### src/rtl/serial_adder_if.sv
// rtl/serial_adder_if.sv - start/operand/result bundle for the bit-serial adder
interface serial_adder_if #(
    parameter int WIDTH = 8
);
    logic             iSTART;
    logic [WIDTH-1:0] iA;
    logic [WIDTH-1:0] iB;
    logic             oBUSY;
    logic             oDONE;
    logic [WIDTH-1:0] oSUM;
    logic             oCARRY;

    modport master (
        output iSTART, iA, iB,
        input  oBUSY, oDONE, oSUM, oCARRY
    );

    modport slave (
        input  iSTART, iA, iB,
        output oBUSY, oDONE, oSUM, oCARRY
    );
endinterface

### src/rtl/serial_adder.sv
// rtl/serial_adder.sv - bit-serial WIDTH-bit adder built from two half_adder cells
module half_adder (
    input  logic a,
    input  logic b,
    output logic s,
    output logic c
);
    assign s = a ^ b;
    assign c = a & b;
endmodule

module serial_adder #(
    parameter int WIDTH = 8
) (
    input  logic         iCLK,
    input  logic         iRST,
    serial_adder_if.slave bus
);
    localparam int CW = (WIDTH < 2) ? 1 : $clog2(WIDTH + 1);

    typedef enum logic [1:0] {IDLE, RUN, DONE} stateT;

    stateT            state;
    logic [WIDTH-1:0] aSh;
    logic [WIDTH-1:0] bSh;
    logic [WIDTH-1:0] sumSh;
    logic             carry;
    logic [CW-1:0]    cnt;
    logic             busyR;
    logic             doneR;
    logic [WIDTH-1:0] sumR;
    logic             carryR;

    logic             halfSum;
    logic             genCarry;
    logic             bitSum;
    logic             propCarry;
    logic             carryNext;
    logic [WIDTH-1:0] sumNext;
    logic             lastBit;

    half_adder haLow (
        .a (aSh[0]),
        .b (bSh[0]),
        .s (halfSum),
        .c (genCarry)
    );

    half_adder haCarry (
        .a (halfSum),
        .b (carry),
        .s (bitSum),
        .c (propCarry)
    );

    assign carryNext = genCarry | propCarry;
    // New bit enters at the MSB; after WIDTH shifts bit 0 of the operands sits at bit 0.
    assign sumNext   = WIDTH'({bitSum, sumSh} >> 1);
    assign lastBit   = (cnt == CW'(WIDTH - 1));

    always_ff @(posedge iCLK or posedge iRST) begin
        if (iRST) begin
            state  <= IDLE;
            aSh    <= '0;
            bSh    <= '0;
            sumSh  <= '0;
            carry  <= 1'b0;
            cnt    <= '0;
            busyR  <= 1'b0;
            doneR  <= 1'b0;
            sumR   <= '0;
            carryR <= 1'b0;
        end else begin
            case (state)
                IDLE: begin
                    doneR <= 1'b0;
                    if (bus.iSTART) begin
                        aSh   <= bus.iA;
                        bSh   <= bus.iB;
                        sumSh <= '0;
                        carry <= 1'b0;
                        cnt   <= '0;
                        busyR <= 1'b1;
                        state <= RUN;
                    end
                end
                RUN: begin
                    aSh   <= aSh >> 1;
                    bSh   <= bSh >> 1;
                    sumSh <= sumNext;
                    carry <= carryNext;
                    cnt   <= cnt + CW'(1);
                    if (lastBit) begin
                        sumR   <= sumNext;
                        carryR <= carryNext;
                        doneR  <= 1'b1;
                        state  <= DONE;
                    end
                end
                DONE: begin
                    doneR <= 1'b0;
                    busyR <= 1'b0;
                    state <= IDLE;
                end
                default: begin
                    doneR <= 1'b0;
                    busyR <= 1'b0;
                    state <= IDLE;
                end
            endcase
        end
    end

    assign bus.oBUSY  = busyR;
    assign bus.oDONE  = doneR;
    assign bus.oSUM   = sumR;
    assign bus.oCARRY = carryR;
endmodule
### src/flat_wrapper.sv
// flat-port wrapper written by rule: the top's interface ports become plain ports
module serial_adder_flat 
#(
    parameter int WIDTH = 8
)
  (iCLK, iRST, bus_iSTART, bus_iA, bus_iB, bus_oBUSY, bus_oDONE, bus_oSUM, bus_oCARRY);
  serial_adder_if #(.WIDTH(WIDTH)) bus_i ();
  input  logic iCLK;
  input  logic iRST;
  input wire logic [$bits(bus_i.iSTART)-1:0] bus_iSTART;
  input wire logic [$bits(bus_i.iA)-1:0] bus_iA;
  input wire logic [$bits(bus_i.iB)-1:0] bus_iB;
  output wire logic [$bits(bus_i.oBUSY)-1:0] bus_oBUSY;
  output wire logic [$bits(bus_i.oDONE)-1:0] bus_oDONE;
  output wire logic [$bits(bus_i.oSUM)-1:0] bus_oSUM;
  output wire logic [$bits(bus_i.oCARRY)-1:0] bus_oCARRY;
  assign bus_i.iSTART = bus_iSTART;
  assign bus_i.iA = bus_iA;
  assign bus_i.iB = bus_iB;
  assign bus_oBUSY = bus_i.oBUSY;
  assign bus_oDONE = bus_i.oDONE;
  assign bus_oSUM = bus_i.oSUM;
  assign bus_oCARRY = bus_i.oCARRY;
  serial_adder #(.WIDTH(WIDTH)) u_core (.iCLK(iCLK), .iRST(iRST), .bus(bus_i));
endmodule
### config.mk
export PLATFORM = sky130hd
export DESIGN_NAME = serial_adder_flat
export DESIGN_NICKNAME = d
export VERILOG_FILES = /design/src/rtl/serial_adder_if.sv /design/src/rtl/serial_adder.sv /design/src/flat_wrapper.sv
export SDC_FILE = /design/constraint.sdc
export NUM_CORES = 1
export LEC_CHECK = 0
export ABC_AREA = 1
export CAP_MARGIN = 0
export CORE_AREA = 4 4 68 70
export CTS_CLUSTER_SIZE = 8
export DETAILED_ROUTE_END_ITERATION = 10
export DIE_AREA = 0 0 72 74
export DONT_BUFFER_PORTS = 1
export PLACE_DENSITY_LB_ADDON = 0.12
export SLEW_MARGIN = 20
export SYNTH_ARGS = -nofsm -noshare
export SYNTH_HDL_FRONTEND = slang
export SYNTH_SLANG_ARGS = --single-unit
### constraint.sdc
create_clock -name iCLK -period 3.1 [get_ports iCLK]
set_clock_uncertainty 0.1 [all_clocks]
set_input_delay 0.31 -clock iCLK [delete_from_list [all_inputs] [get_ports iCLK]]
set_output_delay 0.31 -clock iCLK [all_outputs]
set_load 0.01 [all_outputs]
Word level (Yosys, flattened, before mapping)

Cells that the tools add are included.

Register bits after elaboration: 42
Latch bits: 0
Bits in writable memories: 0
Memory bits (read-only): 0
Output and inout bits: 11
Logic and storage cells: 44
Memories kept: 0

Add/sub/neg operators: 1
$mul: 0
Div/mod/pow operators: 0
$lt $le $gt $ge: 0
Equal/unequal tests: 4
Shifts and indexed selects: 0
Multiplexer cells: 17
Bitwise gates (word level): 6
Reductions and logical operators: 6

Operator list:

| cell                                                  | count |
|---|---|
| one-hot mux 8 bit (2 select lines)                    | 3 |
| 2-to-1 mux 8 bit                                      | 3 |
| one-hot mux 4 bit (2 select lines)                    | 1 |
| AND reduction 2 bit                                   | 4 |
| adder 4 x 1 -> 4 bit, second input constant           | 1 |
| == test 4 x 3 -> 1 bit, second input constant         | 1 |
| 2-to-1 mux 1 bit                                      | 4 |
| 2-to-1 mux 2 bit                                      | 2 |
| 2-to-1 mux 4 bit                                      | 1 |
| one-hot mux 1 bit (2 select lines)                    | 2 |
| one-hot mux 2 bit (2 select lines)                    | 1 |
| bitwise AND 1 bit                                     | 2 |
| == test 2 x 1 -> 1 bit, second input constant         | 1 |
| zero test 2 bit                                       | 1 |
| inequality test 2 x 1 -> 1 bit, second input constant | 1 |
| inequality test 2 bit, second input constant          | 1 |
| nonzero test 2 bit                                    | 1 |
| XOR 1 bit                                             | 2 |
| inverter 1 bit                                        | 1 |
| OR 1 bit                                              | 1 |

Longest topological paths before layout

Word-level depth: 4
Mapped depth: 6

Hierarchy

A second synthesis with hierarchy kept.

Cells, all modules: 196
Area total of the unflattened synthesis: 1,754.2 µm²

By module, submodules not included:

| module       | times used | cells an instance | area an instance (µm²) |
|---|---|---|---|
| serial_adder | 1          | 194               | 1,729.2 |
| half_adder   | 2          | 1                 | 12.5 |

Worst setup path before layout

Ideal clock, no wire load.

Path kind: reg-to-reg
Start point: reg u_core.cnt[0]
End point: reg u_core.doneR, in the netlist u_core.bus.oDONE
Setup time: 0.132 ns
Arrival time: 1.014 ns
Required time: 2.868 ns
Slack: 1.855 ns
Stages on the path, launching flop included: 7
Buffers on the path: 1
Path through: dfrtp_1 ha_1 nand2_1 nor2_2 buf_4 nor2_1 nor2_1

Word-level cells in the longest chain between the ends: 2

RTL lines:

| item                                     | RTL line           | RTL |
|---|---|---|
| start: declaration                       | serial_adder.sv:28 | `logic [CW-1:0] cnt;` |
| start signal: assignment                 | serial_adder.sv:92 | `cnt <= cnt + CW'(1);` |
| == test 4 x 3 -> 1 bit                   | serial_adder.sv:59 | `assign lastBit = (cnt == CW'(WIDTH - 1));` |
| inequality test 2 x 1 -> 1 bit (no line) | n/a                |  |
| end signal: assignment                   | serial_adder.sv:70 | `doneR <= 1'b0;` |
| end signal: assignment                   | serial_adder.sv:76 | `doneR <= 1'b0;` |
| end signal: assignment                   | serial_adder.sv:96 | `doneR <= 1'b1;` |
| end: declaration                         | serial_adder.sv:30 | `logic doneR;` |

No other way between the ends.
A chain may end at the register's enable or synchronous reset.

Worst setup path after layout

Start point: reg u_core.state[1]
End point: reg u_core.sumR[6], in the netlist u_core.bus.oSUM[6]

Word-level cells in the longest chain between the ends: 2

RTL lines:

| item                          | RTL line           | RTL |
|---|---|---|
| start: declaration            | serial_adder.sv:23 | `stateT state;` |
| start signal: assignment      | serial_adder.sv:63 | `state <= IDLE;` |
| start signal: assignment      | serial_adder.sv:84 | `state <= RUN;` |
| start signal: assignment      | serial_adder.sv:97 | `state <= DONE;` |
| == test 2 x 1 -> 1 bit        | serial_adder.sv:74 | `case (state)` |
| AND reduction 2 bit (no line) | n/a                |  |
| end signal: assignment        | serial_adder.sv:94 | `sumR <= sumNext;` |
| end: declaration              | serial_adder.sv:31 | `logic [WIDTH-1:0] sumR;` |

No other way between the ends.

==> flow_summary.json <==
{
  "layout-drive-gt1-share_pct": 8.763,
  "routed_wl_um": 3329,
  "htree_num_levels": 2,
  "ctsHoldBuffers": 1,
  "start_util_pct": 43.76,
  "hold_depth": 2,
  "wl_per_cell_um": 13.64,
  "portBuffers": 0,
  "min_period_ps": 1924,
  "area_delta_synth_final_pct": 8.207,
  "end_kind": "register",
  "hold_violations": 0,
  "synth-seq-cells": 41,
  "rsz0062_at_grt": "no",
  "antenna_found_initial": 0,
  "synth.avg_cell_area_sq_um": 8.958,
  "nets": 214,
  "fin_cells": 244,
  "rr_startpoint": "u_core.state[1]$_DFFE_PP0P_",
  "cts-root-buf": "clkbuf_8",
  "hpwl_um": 2225,
  "criticalPathCategory": "register to register",
  "die_x_um": 72,
  "grt_max_degree": 42,
  "grt_first_pass_wirelength_um": 6044,
  "nFillCells": 403,
  "hold_path.class": "input pin to register",
  "hold-path-endpoint": "u_core.aSh[7]$_DFFE_PP0P_",
  "ioPinCount": 30,
  "setup_viol": 0,
  "reg2reg_to": "u_core.bus.oSUM[6]$_DFFE_PP0P_",
  "dp.cells": 235,
  "path_max_fanout": 31,
  "gr-total-overflow": 0,
  "drv_slew": 0,
  "dr_total_vias": 1270,
  "cts_buffer_depth": 2,
  "crit_required_ps": 3180,
  "cp_data_arrival_time_ps": 2010,
  "cts-resized-gates": 0,
  "drc_errors": 0,
  "grt_pass1_vias": 1361,
  "p_leak_nw": 0.9353,
  "ant_nets": 0,
  "cap_violations": 0,
  "cts_tree": "built",
  "routabilityCongestion": 0.7045,
  "status": "complete, no violations",
  "worstMarginPinSlew_ps": 557.2,
  "die_h_um": 74,
  "worstHoldStart": "bus_iA[7]",
  "tns_ps": 0,
  "cts_made_buffers": 5,
  "yosys_warnings": 0,
  "dpl_cell_area_sq_mm": 0.001755,
  "via_per_inst": 5.205,
  "n_antenna_cell": 0,
  "p_per_area_mw_per_mm2": 1010,
  "syn-cell-area_sq_mm": 0.001738,
  "worstRegToRegCells": 6,
  "cp-startpoint": "u_core.state[1]$_DFFE_PP0P_",
  "yosysSeqAreaShare_pct": 59.04,
  "fin_crit_sh_pct": 62.06,
  "die_area_sq_mm": 0.005328,
  "row_count": 23,
  "synthCells": 194,
  "synthesis.nets": 215,
  "startpoint_type": "register",
  "slew_headroom_pct": 62.72,
  "drt_pass1_iterations": 4,
  "synth.distinct_cells": 19,
  "cts_setup_buffers": 0,
  "grt_util_all_layers_pct": 14.47,
  "max_freq_ghz": 0.5198,
  "worstSkewPairLatency_ps": 290,
  "rrSetupSlack_ps": 1180,
  "drt_iter0_markers": 88,
  "ir_drop_mv": 0.4144,
  "clk_pin_slew_ps": 80,
  "core_area_sq_mm": 0.003971,
  "finalInstanceArea_sq_mm": 0.001881,
  "cts_sinks": 41
}
[registers in the layout, indices dropped and copies added (netlist names)]
register           flops
u_core.cnt             4
u_core.state           2
u_core.bus.oDONE       1
u_core.bus.oCARRY      1
u_core.bus.oBUSY       1
u_core.carry           1
u_core.aSh             8
u_core.sumSh           7
u_core.bSh             8
u_core.bus.oSUM        8
[per-layer routing]
metal  vias up  track usage (%)  part of all wire [%]
met5         -                0                     0
met4         0            5.428                   1.1
met3         5            3.514                   4.0
met2        35            24.49                    49
met1       605            18.10                    46
li1        625                -                     -
[cell families (layout without fill, tap and decap cells)]
kind of cell / after synthesis / after routing / synth area share [%]
buffers and inverters: 21 / 21 / 5.400
flip-flops: 41 / 41 / 59.04
AO/OA/AOI/OAI: 9 / 9 / 2.879
AND/OR/NAND/NOR: 121 / 121 / 30.81
adder cells (fa/ha/maj): 2 / 2 / 1.872
[final cells by class]
type	count	area (sq um)	area share (%)
Tap cell	50	62.56	3.327
Timing Repair Buffer	2	17.52	0.9315
Sequential cell	41	1026	54.56
Multi-Input combinational cell	132	618.1	32.87
Clock buffer	5	68.82	3.659
Inverter	11	41.29	2.196
Clock inverter	3	46.29	2.462
[worst max-delay path, stage by stage, from the launching register on]
cell and delay [ps]:
dfrtp_1 370, inv_2 70, nand2_2 320, inv_2 530, nand2_2 230, nand2_1 110
nand2_1 60
[through the flow]
stage               utilization, %  hold WS [ps]  power [mW]  setup slack, ps
global placement             44.20         254.2       1.466             1228
CTS                          47.35         26.55       1.928             1150
finish                       47.35         32.12       1.900             1176
global route                 47.35         31.94       2.078            943.9
detailed placement           44.20         274.2       1.493             1149
floorplan                        -         319.6       1.383             1744
[power breakdown]
part	internal, mW	switching [mW]	leakage (nW)
registers	0.758	0.181	0.525
clock network	0.241	0.188	0.0543
logic	0.182	0.351	0.356
[placed cells by master (no fill, tap or decap), drive strengths merged]
| master | Yosys | final |
|---|---|---|
| a21oi | 1 | 1 |
| buf | 8 | 1 |
| bufinv | 0 | 1 |
| clkbuf | 2 | 5 |
| clkinv | 0 | 1 |
| clkinvlp | 0 | 1 |
| dfrtp | 41 | 41 |
| dlygate4sd3 | 0 | 1 |
| fa | 1 | 1 |
| ha | 1 | 1 |
| inv | 11 | 11 |
| nand2 | 67 | 67 |
| nand3 | 47 | 47 |
| nand4 | 1 | 1 |
| nor2 | 6 | 6 |
| o21ai | 4 | 4 |
| o22ai | 4 | 4 |
[worst max path at each step]
stage,depth (start not counted),to,slack (ps)
after floorplan,1,u_core.aSh[0]$_DFFE_PP0P_,1740
after global placement,6,u_core.bus.oSUM[0]$_DFFE_PP0P_,1230
after detailed placement,6,u_core.bus.oSUM[6]$_DFFE_PP0P_,1150
after CTS,6,u_core.bus.oSUM[6]$_DFFE_PP0P_,1150
after global routing,6,u_core.bus.oSUM[6]$_DFFE_PP0P_,940
final,6,u_core.bus.oSUM[6]$_DFFE_PP0P_,1180
[cell usage after synthesis]
cell type | instances | area [sq um]
nand2_1 | 63 | 236.5
nand3_1 | 47 | 235.2
dfrtp_1 | 41 | 1026
inv_1 | 9 | 33.78
buf_2 | 6 | 30.03
nand2_2 | 4 | 25.02
nor2_1 | 4 | 15.01
o22ai_1 | 4 | 25.02
buf_4 | 2 | 15.01
clkbuf_1 | 2 | 7.510
inv_2 | 2 | 7.510
o21ai_0 | 2 | 10.01
o21ai_1 | 2 | 10.01
a21oi_1 | 1 | 5.000
fa_1 | 1 | 20.02
ha_1 | 1 | 12.51
nand4_1 | 1 | 6.260
nor2_2 | 1 | 6.260
nor2_4 | 1 | 11.26
(Power assumes the default switching activity.)
